<file path="src/rtl/uart_rx_ctrl.sv">
// uart_rx_ctrl: sequencing controller for the uart_rx receiver.
//   Generates the three-per-bit sampling strobes, captures each new byte into
//   a small FIFO behind a valid/ready stream, and recovers the receiver from
//   its sticky error state with a one-cycle reset pulse.
// Optional feature macro: UART_RX_CTRL_ERRCNT_EN (error counter; tied to 0 when undefined).
// Ports:
//   i_clk, i_rst_n          clock, async active-low reset
//   i_rx_data/i_rx_valid    receiver byte and level-held valid
//   o_rx_ready              constant 1 to receiver
//   i_rx_sync, i_rx_err     receiver start-bit detect, sticky error
//   o_rx_pulse, o_rx_rst    sampling strobe and active-high reset to receiver
//   o_data/o_valid/i_ready  consumer stream (FIFO head)
//   o_err_cnt, o_ovf, o_busy  status
module uart_rx_ctrl #(
  parameter int unsigned CLKS_PER_BIT = 48,
  parameter int unsigned FIFO_AW      = 2
) (
  input  logic       i_clk,
  input  logic       i_rst_n,
  input  logic [7:0] i_rx_data,
  input  logic       i_rx_valid,
  output logic       o_rx_ready,
  input  logic       i_rx_sync,
  input  logic       i_rx_err,
  output logic       o_rx_pulse,
  output logic       o_rx_rst,
  output logic [7:0] o_data,
  output logic       o_valid,
  input  logic       i_ready,
  output logic [7:0] o_err_cnt,
  output logic       o_ovf,
  output logic       o_busy
);

  localparam int unsigned CW    = $clog2(CLKS_PER_BIT);
  localparam int unsigned BW    = 4;
  localparam int unsigned H     = CLKS_PER_BIT / 2;
  localparam int unsigned DEPTH = 1 << FIFO_AW;
  localparam int unsigned CNTW  = FIFO_AW + 1;

  typedef enum logic [1:0] {S_IDLE, S_FRAME, S_RECOVER} state_t;

  state_t             state_q, state_d;
  logic [CW-1:0]      c_q, c_d;
  logic [BW-1:0]      b_q, b_d;
  logic               err_q, valid_q;
  logic               err_rise, pulse_d;
  logic               push, pop, full, wr_en;
  logic [FIFO_AW-1:0] wr_ptr_q, rd_ptr_q, rd_ptr_d;
  logic [CNTW-1:0]    cnt_q, cnt_d;
  logic [7:0]         head_d;
  logic [7:0]         mem_q [DEPTH];

  assign o_rx_ready = 1'b1;

  // Frame sequencing: error rise overrides everything, sync restarts the frame.
  always_comb begin
    state_d  = state_q;
    c_d      = c_q;
    b_d      = b_q;
    err_rise = i_rx_err & ~err_q;
    if (err_rise) begin
      state_d = S_RECOVER;
    end else begin
      case (state_q)
        S_IDLE: begin
          if (i_rx_sync) begin
            state_d = S_FRAME;
            c_d     = '0;
            b_d     = '0;
          end
        end
        S_FRAME: begin
          if (i_rx_sync) begin
            c_d = '0;
            b_d = '0;
          end else if (c_q == CW'(CLKS_PER_BIT - 1)) begin
            c_d = '0;
            if (b_q == BW'(9)) state_d = S_IDLE;
            else               b_d = b_q + BW'(1);
          end else begin
            c_d = c_q + CW'(1);
          end
        end
        S_RECOVER: state_d = S_IDLE;
        default:   state_d = S_IDLE;
      endcase
    end
    // Strobe is registered from next-state so it lines up with c in the same cycle.
    pulse_d = (state_d == S_FRAME) &&
              ((c_d == CW'(H - 1)) || (c_d == CW'(H)) || (c_d == CW'(H + 1)));
  end

  // FIFO control; a byte written into the slot becoming head is forwarded.
  always_comb begin
    pop      = o_valid & i_ready;
    push     = i_rx_valid & ~valid_q & (state_q != S_RECOVER);
    full     = (cnt_q == CNTW'(DEPTH));
    wr_en    = push & (~full | pop);
    rd_ptr_d = pop ? rd_ptr_q + FIFO_AW'(1) : rd_ptr_q;
    cnt_d    = cnt_q;
    if (wr_en && !pop)      cnt_d = cnt_q + CNTW'(1);
    else if (!wr_en && pop) cnt_d = cnt_q - CNTW'(1);
    head_d = (wr_en && (wr_ptr_q == rd_ptr_d)) ? i_rx_data : mem_q[rd_ptr_d];
  end

  // Storage array, no reset needed: occupancy is tracked by cnt_q.
  always_ff @(posedge i_clk) begin
    if (wr_en) mem_q[wr_ptr_q] <= i_rx_data;
  end

  // State, counters and registered outputs.
  always_ff @(posedge i_clk or negedge i_rst_n) begin
    if (!i_rst_n) begin
      state_q    <= S_IDLE;
      c_q        <= '0;
      b_q        <= '0;
      err_q      <= 1'b0;
      valid_q    <= 1'b1;
      o_rx_pulse <= 1'b0;
      o_rx_rst   <= 1'b1;
      o_busy     <= 1'b0;
      wr_ptr_q   <= '0;
      rd_ptr_q   <= '0;
      cnt_q      <= '0;
      o_valid    <= 1'b0;
      o_data     <= 8'h00;
      o_ovf      <= 1'b0;
    end else begin
      state_q    <= state_d;
      c_q        <= c_d;
      b_q        <= b_d;
      err_q      <= i_rx_err;
      // The receiver comes out of reset with valid=1/data=0; mask that edge.
      valid_q    <= (state_q == S_RECOVER) ? 1'b1 : i_rx_valid;
      o_rx_pulse <= pulse_d;
      o_rx_rst   <= (state_d == S_RECOVER);
      o_busy     <= (state_d == S_FRAME);
      if (wr_en) wr_ptr_q <= wr_ptr_q + FIFO_AW'(1);
      rd_ptr_q   <= rd_ptr_d;
      cnt_q      <= cnt_d;
      o_valid    <= (cnt_d != '0);
      if (cnt_d != '0) o_data <= head_d;
      if (push && full && !pop) o_ovf <= 1'b1;
    end
  end

`ifdef UART_RX_CTRL_ERRCNT_EN
  // Saturating count of recovery events.
  always_ff @(posedge i_clk or negedge i_rst_n) begin
    if (!i_rst_n) begin
      o_err_cnt <= 8'h00;
    end else if ((state_q == S_RECOVER) && (o_err_cnt != 8'hFF)) begin
      o_err_cnt <= o_err_cnt + 8'd1;
    end
  end
`else
  assign o_err_cnt = 8'h00;
`endif

endmodule

</file>
<file path="config.mk">
export PLATFORM = sky130hd
export DESIGN_NAME = uart_rx_ctrl
export DESIGN_NICKNAME = d
export VERILOG_FILES = /design/src/rtl/uart_rx_ctrl.sv
export SDC_FILE = /design/constraint.sdc
export NUM_CORES = 1
export LEC_CHECK = 0
export ABC_AREA = 0
export CELL_PAD_IN_SITES_DETAIL_PLACEMENT = 1
export CELL_PAD_IN_SITES_GLOBAL_PLACEMENT = 2
export CORE_ASPECT_RATIO = 0.7
export CORE_UTILIZATION = 40
export CTS_CLUSTER_SIZE = 20
export DETAILED_ROUTE_END_ITERATION = 10
export PLACE_DENSITY = 0.82
export SYNTH_ARGS = -nofsm -noshare
export SYNTH_HDL_FRONTEND = slang
export SYNTH_SLANG_ARGS = --single-unit
export TNS_END_PERCENT = 30
</file>
<file path="constraint.sdc">
create_clock -name i_clk -period 6.54 [get_ports i_clk]
set_input_delay 1.308 -clock i_clk [delete_from_list [all_inputs] [get_ports i_clk]]
set_output_delay 1.308 -clock i_clk [all_outputs]
set_load 0.005 [all_outputs]
</file>
### Word-level counts from Yosys, hierarchy flattened

Memories as Yosys holds them, arrays and structs flattened. A register that Yosys moved wholly into a read port is not among the register bits.
Cells that the tools add are included.

* reductions and logical operators: 14
* multiplexer cells: 22
* bitwise logic cells: 10
* add/sub/neg operators: 6
* equal/unequal tests: 14

Operator list (count)
* 6-bit two-way mux: 4
* 6-bit by 5-bit equality test with 1-bit output, second input constant: 3
* 4-bit two-way mux: 4
* 2-bit two-way mux: 6
* 6-bit case mux with 2 select lines: 1
* 4-bit case mux with 2 select lines: 1
* 6-bit by 1-bit adder with 6-bit output, second input constant: 1
* 6-bit equality test, second input constant: 1
* 3-bit two-way mux: 2
* 3-bit inequality test, second input constant: 2
* 1-bit AND: 5
* 1-bit logical AND: 5
* 5-bit AND reduction: 1
* 2-bit by 1-bit adder with 2-bit output, second input constant: 2
* 4-bit by 1-bit adder with 4-bit output, second input constant: 1
* 2-bit by 1-bit equality test with 1-bit output, second input constant: 2
* 2-bit equality test, second input constant: 2
* 4-bit equality test, second input constant: 1
* 2-bit inequality test, second input constant: 2
* 1-bit NOT: 4
* 2-bit case mux with 2 select lines: 1
* 3-bit by 1-bit adder with 3-bit output, second input constant: 1
* 3-bit equality test, second input constant: 1
* 1-bit zero test: 3
* other kinds (7): 10

* RAM bits: 32
* word-level logic and storage cells: 80
* flip-flop bits (word level): 26
* input port bits: 14
* output and inout bits: 22
* memories: 1

Memories
* mem_q: words 4, bits a word 8, rd ports 1, clocked after Yosys merged registers in 1, wr ports 1, RTL line 52 `logic [7:0] mem_q [DEPTH];`

### Logic depth before layout (Yosys ltp)

Gate-level depths: netlist of the first run.

* word-level depth: 9
* depth in mapped cells: 8
* depth with buffers taken out: 8

### Worst setup path before layout of the first run

No wires, ideal clock.

* path type: input to register
* start: input i_ready
* end: register o_data[0] (read register of mem_q)
* stages: 7
* required time: 6.415 ns
* setup time: 0.125 ns
* arrival: 3.093 ns
* buffers on the path: 1
* path slack: 3.322 ns
* cell sequence: and2_1 > clkbuf_1 > nand2_1 > mux2i_1 > nor4_2 > mux2_2 > mux2_2

* word-level cells in the longest chain between the ends: 8
* elaborated cells between the ends (all ways): 11
* classes of those cells: mux: 3; bitwise: 3; reduce/logical: 5

Ends and longest elaborated chain
* start, declared: RTL line 29 `input logic i_ready,`
* 1-bit AND *: RTL line 96 `pop = o_valid & i_ready;`
* 1-bit OR: RTL line 99 `wr_en = push & (~full | pop);`
* 1-bit AND: RTL line 99
* 1-bit zero test: RTL line 103 `else if (!wr_en && pop) cnt_d = cnt_q - CNTW'(1);`
* 1-bit logical AND: RTL line 103
* 3-bit two-way mux: RTL line 103
* 3-bit two-way mux: RTL line 102 `if (wr_en && !pop) cnt_d = cnt_q + CNTW'(1);`
* 3-bit nonzero test: RTL line 143 `if (cnt_d != '0) o_data <= head_d;`
* end, declared: RTL line 27 `output logic [7:0] o_data,`

Mark *: on every way between the ends. The rest lies on a longest branch, timed or not.
A chain may end at the register's enable or synchronous reset.

### Final worst setup path of the first run

* start: input i_ready
* end: register o_data[3] (read register of mem_q)

The elaborated chain is that of the path after synthesis.

==> flow_summary.ini, run 1 <==
[synth]
synth_top_area_frac = 0.281
synth_compound_area_frac = 0.152
avgSynthCellArea_um2 = 11.5
synth-main-ff-cell = edfxtp_1
synth_warnings = 0
yosys-mux-area-fraction = 0.0819
netlist_top_cells_area = edfxtp_1 (28%), dfrtp_1 (23%), mux2_2 (4.6%)
synth_xor_xnor_area_share = 0.0154
synth_largest_area_cell = edfxtp_1
synth_top_family_by_area = compound AO/OA/AOI/OAI gates
postSynthCellCount = 297
synth_edf_count = 32
async_flop_share = 0.515
synthSimpleGateAreaFrac = 0.129
syn_area_um2 = 3420
synth.distinct_cells = 55
synthAdderAreaFrac = 0.0366
ys_ff_latch = 66
yosysSeqAreaShare = 0.530

[detailed_routing]
avgRoutedWirePerCell_um = 18.5
drc = 0
firstDrtPassIters = 4
drt_iter0_markers = 83
vias = 2353
drt_wl_total_mm = 7.86
via_per_inst = 5.55
drtAntennaViolNets = 0

[floorplanning]
rows = 27
chipWidth_um = 113
start_util = 0.424
io_pins = 36
core_area_um2 = 8070
die_h_um = 79.4
die-area_um2 = 8930

[worst_hold_path]
hold_path_class = flop to flop
min-delay-start = err_q$_DFF_PN0_

[clocking]
cts_resized = 0
clk_pin_slew_ns = 0.06
cts_setup_buffers = 0
cts_tree = built
holdBufCountCts = 0
clk_path_buf_depth = 2
cts_buffers = 9
cts_sinks = 66
root_buffer = clkbuf_16
clock_latency_ns = 0.33
h-tree-depth = 3

[sta]
fin_crit_sh = 0.633
finalSetupTns_ns = 0
skew_ns = 0.00717
whs_ns = 0.412
fmax_ghz = 0.242
postLayoutSetupSlackWorst_ns = 2.40
drv_slew = 0
slew_headroom = 0.277
setup_viol = 0
tightest_slew_ns = 1.08
rsz0062_at_grt = no
hold_viol = 0
min_period_ns = 4.14

[pwr]
p_leak_uw = 0.00155
peakVddDrop_uv = 191
finalPower_uw = 1610
p_per_area_nw_per_um2 = 404

[finish]
syn2layout_area_growth_pct = 16.8
diodes = 0
final_net_count = 342
drive_above_1_share = 0.133
final_util = 0.495

[placed_design]
dp_slack_ns = 2.08
place.gp.congestion = 0.735
port-buffer-count = 26
post-dp-hpwl_mm = 5.44

[setup_path]
cp_max_fo = 19
r2r-start = rd_ptr_q[0]$_DFF_PN0_
critPathRequiredTime_ns = 6.75
critPathArrivalTime_ns = 4.35
slowest_stage = nor4_2
crit_start = i_ready
endpoint_kind = flop
cpMostUsedCell = mux2_2
worstPathCellList = clkdlybuf4s50_1 > and2_1 > nand2_1 > mux2i_1 > nor4_2 > mux2_2 > mux2_2
critPathKind = input port to flop
max_stage_delay_ns = 0.85
start_kind = input port

[grt]
grt_util_all_layers = 0.195
grt_pass1_wl_mm = 12.9
grt_max_degree = 36
first_global_vias = 2421
grt-ovfl-total = 0
antenna_found_initial = 0

[run_status]
outcome = complete, no violations

[job]
drv_cap = 0
## final timing paths
| path | slack, ns | depth (start not counted) | to |
|---|---|---|---|
| setup / recovery | 2.40 | 7 | o_data[3]$_DFFE_PN0P_ |
| hold / removal | 0.41 | 1 | o_rx_rst$_DFF_PN1_ |
| setup reg to reg | 3.36 | 6 | o_data[3]$_DFFE_PN0P_ |
| hold reg to reg | 0.41 | 1 | o_rx_rst$_DFF_PN1_ |
| max in group asynchronous | 4.95 | 1 | c_q[1]$_DFF_PN0_ |
| min in group asynchronous | 1.08 | 1 | rd_ptr_q[0]$_DFF_PN0_ |
## worst max-delay path: cells and delay by family
family                 cells  cell delay [ns]
AND/OR/NAND/NOR            3             1.66
multiplexers               3             0.88
buffers and inverters      1             0.50
## cell families after synthesis
family                     count (synthesis)
DFF                                       66
other                                      2
buffers and inverters                     35
xor gates and xnor gates                   6
AOI/OAI and AO/OA                         72
muxes                                     26
adders and majority gates                 10
and+or+nand+nor                           80
## sequential cells by signal (all words and copies together), names as in the netlist
name        count
rd_ptr_q        2
err_q           1
o_valid         1
o_data          8
cnt_q           3
valid_q         1
o_rx_rst        1
o_rx_pulse      1
state_q         2
c_q             6
b_q             4
wr_ptr_q        2
o_busy          1
mem_q          32
o_ovf           1
## cells in the final DEF (no fill, tap or decap), drive strengths merged, types with 6 or more instances in the layout
master         synthesis  layout
nand3b                 8       8
mux2i                 10      10
clkdlybuf4s50          0      25
nand2b                 6       6
nand2                 20      20
dfrtp                 32      32
ha                    10      10
a21oi                  9       9
o31ai                 11      11
a211o                  8       8
inv                   10      10
o21ai                 16      16
clkbuf                14       9
mux2                  16      16
o311ai                 8       8
conb                   2       9
nor2                  14      14
edfxtp                32      32
xnor2                  6       6
a22oi                  8       8
## cell usage after synthesis (all sizes together), types with 4 or more instances
| master | n |
|---|---|
| a211o | 8 |
| a21oi | 9 |
| a22oi | 8 |
| and2 | 5 |
| buf | 11 |
| clkbuf | 14 |
| dfrtp | 32 |
| edfxtp | 32 |
| ha | 10 |
| inv | 10 |
| mux2 | 16 |
| mux2i | 10 |
| nand2 | 20 |
| nand2b | 6 |
| nand3 | 4 |
| nand3b | 8 |
| nor2 | 14 |
| o21ai | 16 |
| o311ai | 8 |
| o31ai | 11 |
| xnor2 | 6 |
## where the power goes
part           total (µW)  internal, µW  switching (µW)
Sequential            613           513            99.2
Combinational         531           276             255
Clock                 471           293             178
Total                1610          1080             532
## final cells by class
| type | instances | area (µm²) |
|---|---|---|
| repair buffers | 28 | 270 |
| multi-input cells | 203 | 1450 |
| clock inverters | 7 | 70.1 |
| well taps | 101 | 126 |
| flip-flops and latches | 66 | 1810 |
| fillers | 847 | 4080 |
| clock buffers | 9 | 225 |
| inverters | 10 | 37.5 |
## metal layers
metal	up-vias	global-route usage	routed length, µm
met4	0	0.0707	83
li1	1127	-	-
met3	8	0.0364	300
met1	1168	0.277	4070
met2	50	0.297	3410
met5	-	0	0
## metrics by stage
step | cell area, µm² | instances
after floorplan | 3450 | 304
after global placement | 3700 | 408
after detailed placement | 3700 | 408
after CTS | 4000 | 424
after global routing | 4000 | 424
final | 4000 | 424
Power figures use the tool's default switching activity.
==> run 2: changes to the inputs <==
--- a/config.mk
+++ b/config.mk
@@ -9,10 +9,10 @@
 export CELL_PAD_IN_SITES_DETAIL_PLACEMENT = 1
 export CELL_PAD_IN_SITES_GLOBAL_PLACEMENT = 2
 export CORE_ASPECT_RATIO = 0.7
-export CORE_UTILIZATION = 40
+export CORE_UTILIZATION = 38
 export CTS_CLUSTER_SIZE = 20
 export DETAILED_ROUTE_END_ITERATION = 10
-export PLACE_DENSITY = 0.82
+export PLACE_DENSITY = 0.79
 export SYNTH_ARGS = -nofsm -noshare
 export SYNTH_HDL_FRONTEND = slang
 export SYNTH_SLANG_ARGS = --single-unit
==> constraint.sdc (replaced) <==
create_clock -name i_clk -period 4.1 [get_ports i_clk]
set_input_delay 0.82 -clock i_clk [delete_from_list [all_inputs] [get_ports i_clk]]
set_output_delay 0.82 -clock i_clk [all_outputs]
set_load 0.005 [all_outputs]
==> run 2 against run 1 <==
  * Setup slack worse by 1.3 ns
  * Critical endpoint is now o_rx_pulse$_DFF_PN0_
  * Sequential share of layout area down 0.56 points
  * Cell count grew 5.4%
  * Power increased by 59%
  * First-iteration DRC count up 6.0%
  * Hold slack better by 0.00088 ns
  * Critical path depth unchanged
  * Clock skew hardly changed
  * Largest cell class unchanged
  * Clock power up 62%
  * Die area grew 5.1%
  * Combinational power rose by 61%
==> flow_summary.ini, run 2 (synthesis gave the netlist of run 1 again) <==
[setup_path]
slowest_stage = or3b_1
worstPathCellList = clkdlybuf4s50_1 > or3b_1 > a311o_1 > a21oi_1 > a21oi_1 > or3_1 > a2111oi_2
path_buf_inv = 1
max_stage_delay_ns = 0.51
crit_family = compound AO/OA/AOI/OAI gates
critPathKind = input port to flop
cpMostUsedCell = a21oi_1
critPathRequiredTime_ns = 4.32
cp_max_fo = 9
endpoint_kind = flop
critPathArrivalTime_ns = 3.22
start_kind = input port

[placed_design]
post-dp-hpwl_mm = 5.13
place.gp.congestion = 0.726
port-buffer-count = 26

[clocking]
clk_pin_slew_ns = 0.05
cts_tree = built
clock_latency_ns = 0.34
holdBufCountCts = 0
root_buffer = clkbuf_16
h-tree-depth = 3
cts_sinks = 66
cts_setup_buffers = 0
cts_buffers = 9
clk_path_buf_depth = 2
cts_resized = 0

[finish]
regMostFlops = mem_q
fill_cells = 943
multi_input_area_um2 = 1450
seq_area_um2 = 1810
syn2layout_area_growth_pct = 18.3
largest_reg_flops = 32
final_net_count = 346
final_cell_mix = dfrtp_1 (32), edfxtp_1 (32), clkdlybuf4s50_1 (25)
diodes = 0
reg.largest.list = mem_q (32), o_data (8), c_q (6)
drive_above_1_share = 0.135

[detailed_routing]
vias = 2372
drt_iter0_markers = 88
via_per_inst = 5.31
drtAntennaViolNets = 0
firstDrtPassIters = 4
avgRoutedWirePerCell_um = 17.0
drt_wl_total_mm = 7.60
drc = 0

[sta]
hold_viol = 0
slew_headroom = 0.278
tightest_slew_ns = 1.08
drv_slew = 0
setup_viol = 0
fmax_ghz = 0.334
rsz0062_at_grt = no
skew_ns = 0.00703
fin_crit_sh = 0.730
min_period_ns = 2.99
finalSetupTns_ns = 0
whs_ns = 0.413

[pwr]
p_per_area_nw_per_um2 = 635
peakVddDrop_uv = 332
finalPower_uw = 2570
p_leak_uw = 0.00157

[worst_hold_path]
hold_path_class = flop to flop

[run_status]
outcome = complete, no violations

[floorplanning]
die-area_um2 = 9390
rows = 28
start_util = 0.399
chipWidth_um = 115
die_h_um = 81.4
core_area_um2 = 8580
io_pins = 36

[grt]
grt_util_all_layers = 0.186
grt_pass1_wl_mm = 12.6
grt-ovfl-total = 0
first_global_vias = 2446
antenna_found_initial = 0
grt_max_degree = 36

[job]
drv_cap = 0
## run 2: worst paths after layout
kind | cells after the start | slack (ns) | start | to
setup / recovery | 7 | 1.11 | i_rx_sync | o_rx_pulse$_DFF_PN0_
hold / removal | 1 | 0.41 | err_q$_DFF_PN0_ | o_rx_rst$_DFF_PN1_
max in group asynchronous | 1 | 3.01 | i_rst_n | o_data[0]$_DFFE_PN0P_
min in group asynchronous | 1 | 0.57 | i_rst_n | cnt_q[2]$_DFF_PN0_
setup reg to reg | 7 | 1.39 | rd_ptr_q[0]$_DFF_PN0_ | o_data[6]$_DFFE_PN0P_
hold reg to reg | 1 | 0.41 | err_q$_DFF_PN0_ | o_rx_rst$_DFF_PN1_
## run 2: where the power goes
part | switching [µW] | internal, µW
sequential | 136 | 819
clock | 278 | 485
combinational | 401 | 451
total | 815 | 1760
## run 2: final cells by class
class / instances / area share
Clock buffer: 13 / 0.0618
Clock inverter: 3 / 0.0102
Inverter: 10 / 0.00928
Multi-Input combinational cell: 203 / 0.359
Sequential cell: 66 / 0.448
Tap cell: 120 / 0.0371
Timing Repair Buffer: 32 / 0.0742
## run 2: through the flow
step	setup WS (ns)	instances	utilization	cell area [µm²]
6_report	1.11	447	0.471	4050
5_1_grt	1.05	447	0.471	4050
4_1_cts	1.13	447	0.471	4050
3_5_place_dp	0.779	431	0.437	3750
3_3_place_gp	0.834	431	0.437	3750
2_1_floorplan	1.37	304	-	3450
## run 2: layer usage
layer | wire length (µm) | track usage
met5 | 0 | 0
met4 | 129 | 0.0727
met3 | 285 | 0.0649
met1 | 3800 | 0.251
met2 | 3390 | 0.271
==> run 3: changes to the inputs <==
--- a/config.mk
+++ b/config.mk
@@ -9,10 +9,10 @@
 export CELL_PAD_IN_SITES_DETAIL_PLACEMENT = 1
 export CELL_PAD_IN_SITES_GLOBAL_PLACEMENT = 2
 export CORE_ASPECT_RATIO = 0.7
-export CORE_UTILIZATION = 38
+export CORE_UTILIZATION = 34
 export CTS_CLUSTER_SIZE = 20
 export DETAILED_ROUTE_END_ITERATION = 10
-export PLACE_DENSITY = 0.79
+export PLACE_DENSITY = 0.74
 export SYNTH_ARGS = -nofsm -noshare
 export SYNTH_HDL_FRONTEND = slang
 export SYNTH_SLANG_ARGS = --single-unit
==> constraint.sdc (replaced) <==
create_clock -name i_clk -period 2.59 [get_ports i_clk]
set_input_delay 0.518 -clock i_clk [delete_from_list [all_inputs] [get_ports i_clk]]
set_output_delay 0.518 -clock i_clk [all_outputs]
set_load 0.005 [all_outputs]
==> run 3 against run 2 <==
  * Sequential power is 53% higher
  * Die area grew 12%
  * Setup slack worse by 0.93 ns
  * Clock skew is essentially flat
  * Cell count rose by 6.9%
  * Hold slack worse by 0.11 ns
  * Cell area up 4.5%
  * Flip-flop and latch count stayed put
  * Power is 61% higher
  * Sequential share of layout area down 1.9 points
  * Count of clock-buffer cells in the layout fell by 1
  * Critical path depth unchanged
  * Largest power group is now combinational cells
==> flow_summary.ini, run 3 (synthesis gave the netlist of run 1 again) <==
[run_status]
outcome = complete, no violations

[detailed_routing]
drc = 0
firstDrtPassIters = 4
vias = 2457
drtAntennaViolNets = 0
avgRoutedWirePerCell_um = 16.7
drt_iter0_markers = 108
via_per_inst = 5.14
drt_wl_total_mm = 8.00

[sta]
fmax_ghz = 0.415
setup_viol = 0
fin_crit_sh = 0.930
skew_ns = 0.00699
tightest_slew_ns = 0.861
slew_headroom = 0.426
min_period_ns = 2.41
drv_slew = 0
rsz0062_at_grt = no
hold_viol = 0
finalSetupTns_ns = 0

[finish]
regMostFlops = mem_q
final_cell_mix = dfrtp_1 (32), edfxtp_1 (32), buf_4 (28)
syn2layout_area_growth_pct = 23.6
fill_cells = 1032
stdcell_area_um2 = 4230
largest_reg_flops = 32
drive_above_1_share = 0.189
diodes = 0
seq_area_um2 = 1810
final_util = 0.435
stdcell_count = 478
reg.largest.list = mem_q (32), o_data (8), c_q (6)
final_net_count = 369
multi_input_area_um2 = 1450

[clocking]
cts_buffers = 9
cts_tree = built
clock_latency_ns = 0.33
clk_pin_slew_ns = 0.05
cts_resized = 0
cts_sinks = 66
clk_path_buf_depth = 2
root_buffer = clkbuf_16
holdBufCountCts = 0
h-tree-depth = 3
cts_setup_buffers = 0

[floorplanning]
die_h_um = 85.9
die-area_um2 = 10500
core_area_um2 = 9720
io_pins = 36
chipWidth_um = 122
rows = 30
start_util = 0.352

[setup_path]
start_kind = input port
critPathRequiredTime_ns = 2.80
critPathKind = input port to flop
cp_max_fo = 2
critPathArrivalTime_ns = 2.62
endpoint_kind = flop

[worst_hold_path]
hold_path_class = input port to async pin

[grt]
grt_util_all_layers = 0.175
grt-ovfl-total = 0
grt_pass1_wl_mm = 13.5
first_global_vias = 2571
antenna_found_initial = 0
grt_max_degree = 35

[placed_design]
post-dp-hpwl_mm = 5.67
place_area_um2 = 3950
port-buffer-count = 26
dpl.cell_count = 462
place.gp.congestion = 0.748

[pwr]
p_leak_uw = 0.00169
p_per_area_nw_per_um2 = 976
peakVddDrop_uv = 407

[job]
drv_cap = 0
run 3: worst paths after layout:
| check | to | startpoint | cells after the start | slack [ns] |
|---|---|---|---|---|
| hold reg to reg | o_rx_rst$_DFF_PN1_ | err_q$_DFF_PN0_ | 1 | 0.42 |
| max in group asynchronous | o_data[4]$_DFFE_PN0P_ | i_rst_n | 1 | 1.75 |
| hold / removal | o_valid$_DFF_PN0_ | i_rst_n | 1 | 0.30 |
| min in group i_clk | o_rx_rst$_DFF_PN1_ | err_q$_DFF_PN0_ | 1 | 0.42 |
| setup reg to reg | o_rx_pulse$_DFF_PN0_ | c_q[0]$_DFF_PN0_ | 7 | 0.21 |
| setup / recovery | o_rx_pulse$_DFF_PN0_ | i_rx_sync | 7 | 0.18 |
run 3: metal layers:
layer,global-route usage,part of all wire
met1,0.236,0.50
met3,0.0485,0.037
met4,0.0640,0.015
met2,0.267,0.45
met5,0,0
run 3: stage by stage:
step / setup WS, ns / hold slack, ns / total power (µW)
3_3_place_gp: -0.109 / 0.392 / 2960
5_1_grt: 0.0870 / 0.369 / 4430
3_5_place_dp: -0.158 / 0.417 / 3020
6_report: 0.181 / 0.302 / 4130
2_1_floorplan: 0.162 / 0.222 / 2430
4_1_cts: 0.186 / 0.329 / 4200
run 3: layout make-up:
| type | instances | share of cell area |
|---|---|---|
| clock buffers | 12 | 0.0559 |
| clock inverters | 4 | 0.0101 |
| inverters | 10 | 0.00888 |
| multi-input cells | 203 | 0.343 |
| flip-flops and latches | 66 | 0.429 |
| well taps | 128 | 0.0379 |
| repair buffers | 55 | 0.115 |
run 3: where the power goes:
group / total, µW / switching (µW) / leakage [µW] / internal, µW
sequential: 1460 / 165 / 0.000710 / 1300
combinational: 1520 / 718 / 0.000842 / 798
clock: 1150 / 411 / 0.000136 / 737
run 3: worst max-delay path: stages:
cell and delay [ns]:
clkdlybuf4s50_1 0.42, or3b_1 0.38, a311o_1 0.35, a21oi_1 0.13, a21oi_1 0.07, or3_1 0.39, a2111oi_2 0.37
